--- src/rtl/dac_sample_feeder.sv ---
// dac_sample_feeder: paces signed 12-bit mixer samples out to an 8-bit R-2R DAC at one sample every DIV clocks
//   clk, rst            : rising-edge clock, synchronous active-high reset
//   s_data/s_valid      : signed two's-complement sample and its valid strobe
//   s_ready             : registered, high while the FIFO has room
//   d0..d7              : DAC code bits, d7 is the MSB
//   underrun            : one-cycle pulse when a sample tick finds the FIFO empty
//   level               : current FIFO occupancy
//   Optional macro DAC_NOISE_SHAPE_EN adds first-order error feedback on the 12->8 bit truncation.
module dac_sample_feeder #(
    parameter int DEPTH = 4,
    parameter int DIV   = 256
) (
    input  logic        clk,
    input  logic        rst,
    input  logic [11:0] s_data,
    input  logic        s_valid,
    output logic        s_ready,
    output logic        d0,
    output logic        d1,
    output logic        d2,
    output logic        d3,
    output logic        d4,
    output logic        d5,
    output logic        d6,
    output logic        d7,
    output logic        underrun,
    output logic [3:0]  level
);
    localparam int AW = $clog2(DEPTH);
    logic [11:0]   mem_q [DEPTH];
    logic [11:0]   mem_d [DEPTH];
    logic [AW-1:0] wr_q, wr_d, rd_q, rd_d;
    logic [3:0]    level_q, level_d;
    logic [15:0]   cnt_q, cnt_d;
    logic          s_ready_q, s_ready_d;
    logic [7:0]    dac_q, dac_d;
    logic          tick, push, pop;
    logic [11:0]   u12;
    logic [7:0]    code;
`ifdef DAC_NOISE_SHAPE_EN
    logic [3:0]    err_q, err_d;
    logic [12:0]   v;
`endif
    always_comb begin
        tick = cnt_q == 16'(DIV - 1);
        push = s_valid && s_ready_q;
        pop  = tick && level_q != 4'd0;
        // adding 2048 mod 4096 is just an MSB flip
        u12  = {~mem_q[rd_q][11], mem_q[rd_q][10:0]};
`ifdef DAC_NOISE_SHAPE_EN
        v     = {1'b0, u12} + {9'd0, err_q};
        code  = v[12] ? 8'hFF : v[11:4];
        err_d = pop ? (v[12] ? 4'd0 : v[3:0]) : err_q;
`else
        code  = u12[11:4];
`endif
        cnt_d = tick ? 16'd0 : cnt_q + 16'd1;
        mem_d = mem_q;
        if (push)
            mem_d[wr_q] = s_data;
        wr_d      = push ? wr_q + AW'(1) : wr_q;
        rd_d      = pop ? rd_q + AW'(1) : rd_q;
        level_d   = level_q + {3'd0, push} - {3'd0, pop};
        // ready follows next-cycle occupancy so it never depends on this cycle's s_valid
        s_ready_d = level_d < 4'(DEPTH);
        dac_d     = pop ? code : dac_q;
    end
    always_ff @(posedge clk) begin
        mem_q <= mem_d;
        if (rst) begin
            wr_q      <= '0;
            rd_q      <= '0;
            level_q   <= 4'd0;
            cnt_q     <= 16'd0;
            s_ready_q <= 1'b0;
            dac_q     <= 8'h80;
`ifdef DAC_NOISE_SHAPE_EN
            err_q     <= 4'd0;
`endif
        end else begin
            wr_q      <= wr_d;
            rd_q      <= rd_d;
            level_q   <= level_d;
            cnt_q     <= cnt_d;
            s_ready_q <= s_ready_d;
            dac_q     <= dac_d;
`ifdef DAC_NOISE_SHAPE_EN
            err_q     <= err_d;
`endif
        end
    end
    assign s_ready  = s_ready_q;
    assign level    = level_q;
    assign underrun = tick && level_q == 4'd0 && !rst;
    assign {d7, d6, d5, d4, d3, d2, d1, d0} = dac_q;
endmodule

--- config.mk ---
export PLATFORM = sky130hd
export DESIGN_NAME = dac_sample_feeder
export DESIGN_NICKNAME = d
export VERILOG_FILES = /design/src/rtl/dac_sample_feeder.sv
export SDC_FILE = /design/constraint.sdc
export NUM_CORES = 1
export LEC_CHECK = 0
export ABC_AREA = 1
export CAP_MARGIN = 20
export CORE_MARGIN = 2
export CORE_UTILIZATION = 55
export DETAILED_ROUTE_END_ITERATION = 12
export GPL_TIMING_DRIVEN = 0
export PLACE_DENSITY = 0.78
export SLEW_MARGIN = 20
export SYNTH_ARGS = -nofsm -noshare
export SYNTH_HDL_FRONTEND = slang
export SYNTH_SLANG_ARGS = --single-unit
--- constraint.sdc ---
create_clock -name clk -period 4.4 [get_ports clk]
set_clock_uncertainty 0.15 [all_clocks]
set_input_delay 0.88 -clock clk [delete_from_list [all_inputs] [get_ports clk]]
set_output_delay 0.88 -clock clk [all_outputs]
set_load 0.02 [all_outputs]
* Word-level counts from Yosys, hierarchy flattened *
Index checks and enable logic that the tools add are counted.

word-level totals
  register bits after elaboration = 81
  bits of input ports = 15
  logic and storage cells = 38

cells by class
  $add $sub $neg = 5
  $lt $le $gt $ge = 4
  equality and inequality tests = 1
  multiplexer cells = 6
  bitwise gates (word level) = 3
  reductions and logical operators = 9

operators with widths
  operator                                                                       number
  48-bit bitwise mux                                                             1
  12-bit two-way mux                                                             3
  12-bit binary-select mux with 2-bit select                                     1
  12-bit demux with 2-bit select                                                 1
  16-bit by 1-bit adder with 16-bit output (second input constant)               1
  16-bit by 8-bit equality test with 1-bit output (second input constant)        1
  3-bit >= comparator (second input constant)                                    2
  2-bit NOT with 3-bit output                                                    2
  1-bit logical AND                                                              5
  2-bit by 1-bit adder with 2-bit output (second input constant)                 2
  4-bit by 1-bit adder with 4-bit output                                         1
  4-bit logical NOT                                                              1
  4-bit by 3-bit less-than comparator with 1-bit output (second input constant)  1
  4-bit nonzero test                                                             1
  4-bit by 1-bit subtractor with 4-bit output                                    1
  3-bit by 1-bit less-than comparator with 1-bit output (second input constant)  1
  2-bit OR reduction                                                             1
  1-bit logical NOT                                                              1
  1-bit NOT                                                                      1

* Depth between registers and ports, before layout *
  word-level depth = 6
  depth in mapped cells = 14
  depth with buffers taken out = 14

* Least setup slack after synthesis *
Ideal clock, no wire load.

  path type = input to register
  start = in s_valid
  end = reg s_ready_q (netlist: s_ready)
  setup time = 64 ps
  data arrival time = 2248 ps
  data required time = 4186 ps
  path slack = 1938 ps
  cell stages on the path = 8
  path buffers = 0
  path through = nand2_1 ha_1 inv_1 ha_1 fa_1 xnor2_1 nand2_1 nor2_1

between the ends
  cells in the longest elaborated chain, start to end = 4

RTL lines
  item                                                   line  source
  start: declaration                                     16    input logic s_valid,
  1-bit logical AND                                      46    push = s_valid && s_ready_q;
  4-bit by 1-bit adder with 4-bit output                 63    level_d = level_q + {3'd0, push} - {3'd0, pop};
  4-bit by 1-bit subtractor with 4-bit output            63
  4-bit by 3-bit less-than comparator with 1-bit output  65    s_ready_d = level_d < 4'(DEPTH);
  end signal: assignment                                 85    s_ready_q <= s_ready_d;
  end: declaration                                       35    logic s_ready_q, s_ready_d;

Every way passes these cells.
A chain may end at the register's enable or synchronous reset.

* Final worst setup path *
  start = in rst
  end = out underrun

between the ends
  cells in the longest elaborated chain, start to end = 2

RTL lines
  item                line  source
  start: declaration  14    input logic rst,
  1-bit logical NOT   94    assign underrun = tick && level_q == 4'd0 && !rst;
  1-bit logical AND   94
  end: declaration    26    output logic underrun,

Every way passes these cells.

==> metrics.cfg <==
[run_status]
status=complete, no violations

[synth]
ys_warn_count=0
synth.distinct_cells=29
netlist_instances=301
syn_nets=327
ys_seq_area_share_pct=57.3
ys_ff_latch=65
avgSynthCellArea_um2=9.39
syn_area_um2=2830

[floorplanning]
dieHeight_um=75.7
core_um2=5040
initial_core_util_pct=56.1
placementRows=26
pin_count=29
die_x_um=75.7
die-area_um2=5730

[final_layout]
diodes=0
layout-drive-gt1-share_pct=9.09
design_area_um2=3340
nFillCells=409
syn2layout_area_growth_pct=18.0
layout.nets=362

[route]
antenna_left=0
post_drt_via_cell_ratio=4.92
vias=2021
drc=0
routedWlPerCell_um=12.5
firstDrtPassIters=4
finalWirelength_um=5160
drt-initial-drc-count=79

[clock_tree]
cts_resized=0
clk_latency_ns=0.34
holdBufCountCts=0
cts_max_level=3
clk_pin_slew_ns=0.07
cts_tree=yes
post_cts_buffers=0
ctsRootBufferMaster=clkbuf_8
numCtsBuffers=9
cts.sinks=65
clockBufferDepth=2

[critical_path]
worstSetupPathType=in -> out
cp-start-kind=input pin
arrival_ns=2.29
crit_fanout=6
required_ns=3.37
crit_path_end_kind=output pin

[pwr]
p_leak_nw=1.31
power_mw=1.34
power.density_cell_area_nw_per_um2=401
ir_drop_mv=0.342

[timing]
fin_crit_sh_pct=75.5
max_freq_mhz=301
setup_tns_ns=0
maxSlewViolCount=0
worstMarginPinSlew_ns=0.794
max_slew_margin_pct=46.9
timing.final.ws_setup_ns=1.08
hold_violations=0
finalSetupViolCount=0
rsz0062_at_grt=false
period_needed_ns=3.32

[placed_design]
port_buffers=24
post-place-ws_ns=1.07
placed_cell_area_um2=3160
place_congestion=0.835
hpwl_um=3600

[global_route]
first_global_vias=1863
grt_max_degree=14
grt_first_pass_wirelength_um=8340
grt_usage_pct=20.3
grt_antenna_before_repair=0
grt_overflow_total=0

[min_path]
holdCritPathClass=reg -> reg

[run]
drv_cap=0

[layout make-up]
cell class / count / area, µm² / share of cell area, %
sequential: 65 / 1620 / 48.6
multi-input combinational: 193 / 1020 / 30.7
tap: 70 / 87.6 / 2.63
buffer: 7 / 47.5 / 1.43
timing repair buffer: 24 / 240 / 7.20
clock inverter: 7 / 56.3 / 1.69
inverter: 36 / 135 / 4.05
clock buffer: 9 / 124 / 3.71
[critical path, cell delays in order]
cell and delay [ns]:
clkdlybuf4s50_1 0.52, nor3_1 0.26, clkdlybuf4s50_1 0.64
[layer usage]
metal,up-vias,track usage (%),part of all wire [%]
met5,-,0,0
met4,0,12.1,1.7
met3,10,5.03,3.8
met2,45,33.6,50
met1,917,24.0,44
li1,1049,-,-
[state kept, by name (all words and copies together), names as in the netlist]
signal	count
cnt_q	16
level	4
wr_q	2
s_ready	1
dac_q	8
mem_q	32
rd_q	2
[worst paths after layout]
check	depth (start not counted)	slack, ns	from	endpoint
worst max-delay path	3	1.08	rst	underrun
worst min-delay path	1	0.30	cnt_q[0]$_SDFF_PP0_	cnt_q[0]$_SDFF_PP0_
worst max register to register	14	1.79	cnt_q[0]$_SDFF_PP0_	s_ready$_SDFF_PP0_
worst min register to register	1	0.30	cnt_q[0]$_SDFF_PP0_	cnt_q[0]$_SDFF_PP0_
[where the power goes]
part           internal [mW]  switching [mW]  leakage, nW
clock                  0.208           0.242       0.0898
sequential             0.681          0.0179        0.557
combinational         0.0772           0.110        0.667
[layout by cell type (no fill, tap or decap), types with 5 or more instances in the layout]
cell type and instances:
nor2_1 58, nand2_1 51, inv_1 35, dfxtp_1 33, edfxtp_1 32, clkdlybuf4s50_1 24, o21ai_0 17, a21oi_1 11
ha_1 10, clkbuf_8 9, nand3_1 8, o22ai_1 7, nor3_1 5
[synthesized netlist by cell type]
cell type,number,area (µm²)
a21oi_1,11,55.1
nand3_1,8,40.0
nor2_2,2,12.5
clkbuf_1,2,7.51
dfxtp_1,33,661
nand4_1,4,25.0
inv_2,1,3.75
o21bai_1,1,7.51
nand2_1,51,191
inv_1,35,131
ha_1,10,125
nor2_1,58,218
buf_2,2,10.0
nor3_1,5,25.0
nand3b_1,2,15.0
o22ai_1,7,43.8
nor2_8,1,20.0
and2_1,1,6.26
xnor2_1,4,35.0
or2_2,1,6.26
xor2_1,4,35.0
o21ai_0,17,85.1
fa_1,1,20.0
nand3_4,1,17.5
buf_6,2,22.5
edfxtp_1,32,961
nand2_2,3,18.8
nand4_4,1,21.3
buf_4,1,7.51
[cells by family after synthesis]
kind of cell,share of synthesized area (%)
compound gates,6.77
xor+xnor,2.48
fa+ha+maj,5.13
buf+inv,6.46
flops,57.3
simple gates,21.8
[through the flow]
| step | utilization (%) | cells | hold WS [ns] |
|---|---|---|---|
| after floorplan | - | 301 | 0.268 |
| after global placement | 62.6 | 395 | 0.284 |
| after detailed placement | 62.6 | 395 | 0.297 |
| after CTS | 66.2 | 411 | 0.311 |
| after global routing | 66.2 | 411 | 0.334 |
| final | 66.2 | 411 | 0.300 |
Power figures use the tool's default switching activity.
